**src/rtl/key_event_queue.sv**
```systemverilog
// Classifies 4 key-press flag streams into single/double-click events and queues them
// in a first-word-fall-through FIFO read through a valid/ready handshake.
module key_event_queue #(
    parameter int DBL_WIN    = 25_000_000,
    parameter int TW         = 25,
    parameter int FIFO_DEPTH = 4,
    localparam int AW = $clog2(FIFO_DEPTH),
    localparam int LW = AW + 1
) (
    input  logic          clk,
    input  logic          rst_n,
    input  logic [3:0]    key_flag,
    output logic          evt_valid,
    input  logic          evt_ready,
    output logic [1:0]    evt_key,
    output logic          evt_double,
    output logic [LW-1:0] evt_level,
    output logic          overflow
);
    typedef enum logic {
        S_IDLE  = 1'b0,
        S_WAIT2 = 1'b1
    } key_state_e;

    // Per-key click window state, kept as named arrays so checkers can bind to them.
    key_state_e    state_q [4];
    key_state_e    state_d [4];
    logic [TW-1:0] timer_q [4];
    logic [TW-1:0] timer_d [4];
    logic [3:0]    raise;
    logic [3:0]    raise_dbl;

    logic [3:0]    pend_q, pend_d;
    logic [3:0]    pdbl_q, pdbl_d;
    logic [3:0]    grant;
    logic [3:0]    collide;
    logic          push_req;
    logic [1:0]    push_key;
    logic          push_dbl;

    logic [FIFO_DEPTH-1:0][1:0] mem_key_q;
    logic [FIFO_DEPTH-1:0]      mem_dbl_q;
    logic [AW-1:0] wptr_q, wptr_d;
    logic [AW-1:0] rptr_q, rptr_d;
    logic [LW-1:0] count_q, count_d;
    logic          overflow_q, overflow_d;
    logic          full;
    logic          pop;
    logic          push_ok;
    logic          drop;

    always_comb begin
        for (int i = 0; i < 4; i++) begin
            state_d[i]   = state_q[i];
            timer_d[i]   = timer_q[i];
            raise[i]     = 1'b0;
            raise_dbl[i] = 1'b0;
            case (state_q[i])
                S_IDLE: begin
                    if (key_flag[i]) begin
                        state_d[i] = S_WAIT2;
                        timer_d[i] = TW'(DBL_WIN - 1);
                    end
                end
                S_WAIT2: begin
                    // A second press wins over a window expiring in the same cycle.
                    if (key_flag[i]) begin
                        raise[i]     = 1'b1;
                        raise_dbl[i] = 1'b1;
                        state_d[i]   = S_IDLE;
                    end else if (timer_q[i] == '0) begin
                        raise[i]   = 1'b1;
                        state_d[i] = S_IDLE;
                    end else begin
                        timer_d[i] = timer_q[i] - TW'(1);
                    end
                end
                default: state_d[i] = S_IDLE;
            endcase
        end
    end

    // Fixed priority: the lowest pending key index is offered to the FIFO each cycle.
    always_comb begin
        grant    = '0;
        push_key = 2'd0;
        push_dbl = 1'b0;
        for (int i = 3; i >= 0; i--) begin
            if (pend_q[i]) begin
                grant    = 4'b0001 << i;
                push_key = 2'(i);
                push_dbl = pdbl_q[i];
            end
        end
    end

    assign push_req = |pend_q;

    always_comb begin
        collide = '0;
        pend_d  = pend_q & ~grant;
        pdbl_d  = pdbl_q;
        for (int i = 0; i < 4; i++) begin
            if (raise[i]) begin
                if (pend_d[i]) begin
                    collide[i] = 1'b1;
                end else begin
                    pend_d[i] = 1'b1;
                    pdbl_d[i] = raise_dbl[i];
                end
            end
        end
    end

    // Handshake: the head entry is presented while evt_valid=1 and stays unchanged until the
    // cycle in which evt_ready=1 is seen with it; evt_ready is ignored while the FIFO is empty.
    assign full      = (count_q == LW'(FIFO_DEPTH));
    assign evt_valid = (count_q != '0);
    assign pop       = evt_valid & evt_ready;
    assign push_ok   = push_req & (~full | pop);
    assign drop      = push_req & full & ~pop;

    always_comb begin
        wptr_d     = wptr_q + AW'(push_ok);
        rptr_d     = rptr_q + AW'(pop);
        count_d    = count_q;
        overflow_d = overflow_q | drop | (|collide);
        case ({push_ok, pop})
            2'b10:   count_d = count_q + LW'(1);
            2'b01:   count_d = count_q - LW'(1);
            default: count_d = count_q;
        endcase
    end

    always_ff @(posedge clk) begin
        if (!rst_n) begin
            for (int i = 0; i < 4; i++) begin
                state_q[i] <= S_IDLE;
                timer_q[i] <= '0;
            end
            pend_q     <= '0;
            pdbl_q     <= '0;
            mem_key_q  <= '0;
            mem_dbl_q  <= '0;
            wptr_q     <= '0;
            rptr_q     <= '0;
            count_q    <= '0;
            overflow_q <= 1'b0;
        end else begin
            for (int i = 0; i < 4; i++) begin
                state_q[i] <= state_d[i];
                timer_q[i] <= timer_d[i];
            end
            pend_q <= pend_d;
            pdbl_q <= pdbl_d;
            if (push_ok) begin
                mem_key_q[wptr_q] <= push_key;
                mem_dbl_q[wptr_q] <= push_dbl;
            end
            wptr_q     <= wptr_d;
            rptr_q     <= rptr_d;
            count_q    <= count_d;
            overflow_q <= overflow_d;
        end
    end

    assign evt_key    = evt_valid ? mem_key_q[rptr_q] : 2'd0;
    assign evt_double = evt_valid ? mem_dbl_q[rptr_q] : 1'b0;
    assign evt_level  = count_q;
    assign overflow   = overflow_q;

endmodule

```
**config.mk**
```make
export PLATFORM = sky130hd
export DESIGN_NAME = key_event_queue
export DESIGN_NICKNAME = d
export VERILOG_FILES = /design/src/rtl/key_event_queue.sv
export SDC_FILE = /design/constraint.sdc
export NUM_CORES = 1
export LEC_CHECK = 0
export ABC_AREA = 0
export ABC_CLOCK_PERIOD_IN_PS = 2450
export CORE_ASPECT_RATIO = 0.7
export CORE_MARGIN = 2
export CORE_UTILIZATION = 60
export CTS_CLUSTER_DIAMETER = 60
export DETAILED_ROUTE_END_ITERATION = 8
export GPL_TIMING_DRIVEN = 1
export PLACE_DENSITY_LB_ADDON = 0.12
export SLEW_MARGIN = 20
export SYNTH_ARGS = -nofsm -noshare
export SYNTH_HDL_FRONTEND = slang
export SYNTH_SLANG_ARGS = --single-unit
export TNS_END_PERCENT = 5
```
**constraint.sdc**
```tcl
create_clock -name clk -period 2.45 [get_ports clk]
set_input_delay 0.49 -clock clk [delete_from_list [all_inputs] [get_ports clk]]
set_output_delay 0.49 -clock clk [all_outputs]
set_load 0.05 [all_outputs]
```
# Yosys cells after proc, flatten, opt, wreduce, memory -nomap -nowiden
# Memories as Yosys holds them, arrays and structs flattened.
# Cells that the tools add are included.
[op_classes]
reduce_logical = 13
bitwise = 27
n_mux = 95
n_eq_ne = 3
add_sub_neg = 8
n_lt_le_gt_ge = 3
[op_table]
columns = ["op", "n"]
rows = [
  ["25-bit 2-to-1 mux", 16],
  ["25-bit case mux with 2 select lines", 4],
  ["25-bit zero test", 4],
  ["25-bit by 1-bit subtractor with 25-bit output, second input constant", 4],
  ["1-bit 2-to-1 mux", 53],
  ["4-bit 2-to-1 mux", 4],
  ["2-bit 2-to-1 mux", 7],
  ["1-bit bitwise OR", 11],
  ["1-bit inverter", 10],
  ["8-bit bitwise mux", 1],
  ["1-bit case mux with 2 select lines", 4],
  ["2-bit AND reduction", 4],
  ["4-bit OR reduction", 2],
  ["2-bit by 3-bit < comparator with 1-bit output, second input constant", 2],
  ["3-bit case mux with 2 select lines", 1],
  ["2-bit by 1-bit adder with 2-bit output", 2],
  ["1-bit bitwise AND", 4],
  ["4-bit bitwise AND", 1],
  ["2-bit binary-select mux with 2-bit select", 1],
  ["4-bit bitwise mux", 1],
  ["2-bit demux with 2-bit select", 1],
  ["4-bit inverter", 1],
  ["3-bit by 1-bit adder with 3-bit output, second input constant", 1],
  ["3-bit == test, second input constant", 1],
  ["9 further kinds", 9],
]
[totals]
register_bits = 28
ram_bits = 104
memories = 2
output_inout_bits = 8
[memory_table]
columns = ["name", "words", "width", "rd", "rd_ports_with_merged_regs", "wr", "line_no", "text"]
rows = [
  ["timer_q", 4, 25, 4, 0, 4, "28", "logic [TW-1:0] timer_q [4];"],
  ["state_q", 4, 1, 4, 0, 4, "26", "key_state_e state_q [4];"],
]

# Longest topological paths before layout
[depth]
depth_word = 10
depth_mapped = 9
mapped_depth_nobuf = 8

# Least setup slack after synthesis
# Ideal clock, no wire load.
[synth_path]
kind = "register to register"
from = "reg count_q[2] (netlist: evt_level[2])"
to = "reg count_q[2] (netlist: evt_level[2])"
required_ns = 2.380
path_slack_ns = 0.038
t_arrival_ns = 2.341
stages_incl_launch_ff = 9
cell_sequence = "dfxtp_1 nor4b_1 a21o_1 ha_1 inv_1 fa_1 xor2_1 or3_1 a21oi_1"
[synth_via]
elab_chain_cells = 6
[synth_lines]
columns = ["element", "line_no", "text"]
rows = [
  ["start: declaration", "45", "logic [LW-1:0] count_q, count_d;"],
  ["start signal: assignment", "162", "count_q <= count_d;"],
  ["3-bit nonzero test / 3-bit == test (equally long branches)", "118, 117", ""],
  ["1-bit bitwise AND / 1-bit inverter (equally long branches)", "119, 120", ""],
  ["1-bit bitwise OR", "120", "assign push_ok = push_req & (~full | pop);"],
  ["1-bit bitwise AND", "120", ""],
  ["2-bit by 1-bit == test with 1-bit output / 2-bit == test (equally long branches)", "128", "case ({push_ok, pop})"],
  ["3-bit case mux with 2 select lines / 2-bit nonzero test (equally long branches)", "--", ""],
]
# Parallel ways exist; a longest one is shown, timed or not.
# A chain may end at the register's enable or synchronous reset.

==> impl_metrics.json <==
{
  "status": "finished, final reports clean",
  "avgViaCountPerCell": 6.59,
  "antenna_found_initial": 0,
  "drv_slew": 0,
  "grtUsageTotal_pct": 29.5,
  "synthFlopType": "dfxtp_1",
  "root_buffer": "clkbuf_16",
  "clk_pin_slew_ns": 0.06,
  "fin_nets": 916,
  "synth_top_family_by_area": "compound AO/OA/AOI/OAI gates",
  "hp-class": "reg2reg",
  "grt_setup_unrepaired": "false",
  "antenna_left": 0,
  "cts.sinks": 132,
  "wl_per_cell_um": 17.1,
  "cts_buffer_depth": 2,
  "area_growth_pct": 18.2,
  "cts_htree_levels": 4,
  "seq_area_mm2": 0.00264,
  "core_mm2": 0.0116,
  "die_h_um": 94.9,
  "io_pins": 15,
  "synth_compound_area_share_pct": 28.8,
  "cts_tree": "done",
  "path_class": "reg2reg",
  "synth_fp_nets": 862,
  "min-delay-start": "pdbl_q[0]$_SDFFE_PN0P_",
  "finalSetupViolCount": 0,
  "cap_violations": 0,
  "worstPathMaxFanout": 9,
  "numPortBuffers": 14,
  "crit_family": "simple AND/OR/NAND/NOR gates",
  "yosys_warnings": 0,
  "gp_congestion": 0.925,
  "total_power_mw": 6.75,
  "fmax_ghz": 0.427,
  "worstSkewPairLatency_ns": 0.41,
  "hold_viol_final": 0,
  "row_count": 33,
  "grt_max_degree": 45,
  "synthesis.area_mm2": 0.00709,
  "drc_errors": 0,
  "initial_core_util_pct": 61.1,
  "ys_async_sr_fraction_pct": 0,
  "vias": 7005,
  "die-area_mm2": 0.0127,
  "power_density_mw_per_mm2": 805,
  "num-fill-cells": 888,
  "crit_start": "timer_q[3][1]$_SDFFE_PN0P_",
  "drive_gt1_share_pct": 16.4,
  "multi_input_area_mm2": 0.00422,
  "period_needed_ns": 2.34,
  "finalCritPeriodShare_pct": 95.6,
  "hpwl_um": 12300,
  "r2r-start": "timer_q[3][1]$_SDFFE_PN0P_",
  "p_leak_nw": 3.02,
  "cts_made_buffers": 17,
  "worst_ir_drop_vdd_mv": 0.520,
  "relSlewSlack_pct": 61.2,
  "postCtsSetupBuffers": 0,
  "worstPathArrival_ns": 2.66,
  "start_kind": "register",
  "synth_edf_count": 0,
  "drtIter0Drc": 609,
  "synth_simple_gate_area_share_pct": 23.4,
  "crit_slowest_cell": "or4b_1",
  "synth-xor-area-share_pct": 0.494,
  "first_pass_iters": 6,
  "synth_area_per_cell_um2": 8.45,
  "synth_fa_ha_area_share_pct": 2.93,
  "die_width_um": 134,
  "cp-end-kind": "register",
  "slowest_delay_ns": 0.48,
  "grt_pass1_vias": 6551,
  "tightestPinTransition_ns": 0.577,
  "synthCells": 839,
  "routed_wl_um": 18200,
  "path_buf_inv": 2,
  "fin_skew_ns": 0.0124,
  "ys_types": 70,
  "yosysSeqAreaShare_pct": 37.3,
  "crit_path_cell_trace": "inv_2 > ha_1 > or4b_1 > or4_4 > o21ai_2 > nor2_2 > buf_4 > a311oi_2",
  "critPathRequiredTime_ns": 2.76,
  "synthMuxAreaShare_pct": 3.21,
  "fin_area_mm2": 0.00838,
  "antenna_cells": 0,
  "grt_first_pass_wirelength_um": 30700,
  "grt_overflow": 0,
  "fin_hold_ws_ns": 0.463,
  "placed_area_mm2": 0.00774,
  "synth-seq-cells": 132
}
-- final cells by class --
type | count | area share, %
Multi-Input combinational cell | 640 | 50.4
Sequential cell | 132 | 31.5
Timing Repair Buffer | 81 | 7.77
Clock buffer | 19 | 5.41
Tap cell | 157 | 2.34
Clock inverter | 13 | 1.60
Inverter | 21 | 0.956
-- tightest hold or removal path, stage by stage (launching register included) --
cell,delay (ns)
dfxtp_1,0.30
nand2_1,0.05
mux2i_1,0.06
-- power breakdown --
| part | internal, mW | switching, mW |
|---|---|---|
| Sequential | 2.34 | 0.250 |
| Clock | 1.55 | 0.958 |
| Combinational | 0.690 | 0.967 |
| Total | 4.57 | 2.18 |
-- stage by stage --
| step | std cells | utilization [%] | setup slack [ns] | TNS (ns) |
|---|---|---|---|---|
| after floorplan | 839 | - | 0.0382 | 0 |
| after global placement | 1031 | 66.7 | -0.165 | -0.165 |
| after detailed placement | 1031 | 66.7 | -0.344 | -0.500 |
| after CTS | 1063 | 71.8 | 0.0524 | 0 |
| after global routing | 1063 | 72.2 | 0.00908 | 0 |
| final | 1063 | 72.2 | 0.107 | 0 |
-- routing by layer --
metal | share of wire [%] | GRT usage [%] | wire length [µm] | vias up
met1 | 46 | 39.7 | 8420 | 3349
met2 | 46 | 47.6 | 8340 | 273
met3 | 6.6 | 5.69 | 1200 | 30
met5 | 0 | 0 | 0 | -
li1 | - | - | - | 3353
met4 | 1.4 | 10.7 | 261 | 0
-- sequential cells by signal (all words and copies together), names as in the netlist, 2 cells and up --
register / cells
timer_q: 100
mem_dbl_q: 4
wptr_q: 2
evt_level: 3
rptr_q: 2
pend_q: 4
state_q: 4
pdbl_q: 4
mem_key_q: 8
-- synthesized netlist by cell type, types with 3 or more instances --
master    number  share of area [%]
nand2_1       51                2.7
mux2i_1       16                2.3
mux4_2         3               0.95
or3_1         19                1.7
clkbuf_1      39                2.1
o21a_1        29                3.1
a211oi_1       7               0.74
nand2b_1      14                1.2
nor4_1        23                2.0
o31a_1         5               0.62
a21boi_0       6               0.64
buf_2          3               0.21
or4_4          3               0.48
and2_1         6               0.53
dfxtp_1      132                 37
nor3b_1        7               0.74
ha_1          15                2.6
o21ai_1       11               0.78
o211ai_1       3               0.32
o41ai_1        9                1.1
a311oi_1      32                4.0
a311oi_2       6                1.3
a41oi_1        5               0.62
inv_1         21                1.1
or2_2          6               0.53
nor2b_1        5               0.44
a211o_1       10                1.2
nor4b_1        5               0.62
o221a_2        3               0.48
o32ai_1        4               0.49
nand3_1       21                1.5
nor3_1        31                2.2
or4_1         15                1.6
and4_1         4               0.49
nor4_2         5               0.88
nor2_1        72                3.8
o22ai_1        4               0.35
nand4_1        8               0.71
o31ai_1       11                1.2
a31oi_1        6               0.53
a21oi_1       88                6.2
o21ai_0       40                2.8
-- cell usage in the layout (no fill, tap or decap), drive strengths merged, types with 7 or more instances in the layout --
| cell type | instances |
|---|---|
| dfxtp | 132 |
| a21oi | 88 |
| nor2 | 73 |
| buf | 70 |
| o21ai | 52 |
| nand2 | 51 |
| a311oi | 38 |
| nor3 | 31 |
| o21a | 30 |
| nor4 | 28 |
| nand3 | 21 |
| inv | 20 |
| or3 | 19 |
| clkbuf | 19 |
| or4 | 18 |
| mux2i | 16 |
| ha | 15 |
| nand2b | 14 |
| o31ai | 12 |
| a211o | 10 |
| clkdlybuf4s50 | 10 |
| o41ai | 9 |
| clkinv | 9 |
| nand4 | 8 |
| a211oi | 8 |
| nor3b | 7 |
-- final timing paths --
| path | endpoint | slack, ns | cells past startpoint |
|---|---|---|---|
| setup reg to reg | timer_q[3][21]$_SDFFE_PN0P_ | 0.11 | 8 |
| setup / recovery | timer_q[3][21]$_SDFFE_PN0P_ | 0.11 | 8 |
| hold / removal | pdbl_q[0]$_SDFFE_PN0P_ | 0.46 | 2 |
| hold reg to reg | pdbl_q[0]$_SDFFE_PN0P_ | 0.46 | 2 |
-- cell families after synthesis --
family                   count (synthesis)
buffers and inverters                   67
AND/OR/NAND/NOR                        306
flip-flops                             132
XOR/XNOR                                 4
adder cells (fa/ha/maj)                 16
AO/OA/AOI/OAI                          295
multiplexers                            19
-- timing repair --
action,in CTS,in global routing
pin swaps,0,0
setup endpoints to repair,1,21
hold buffers,0,0
gates resized for setup,1,10
Power figures use the tool's default switching activity.
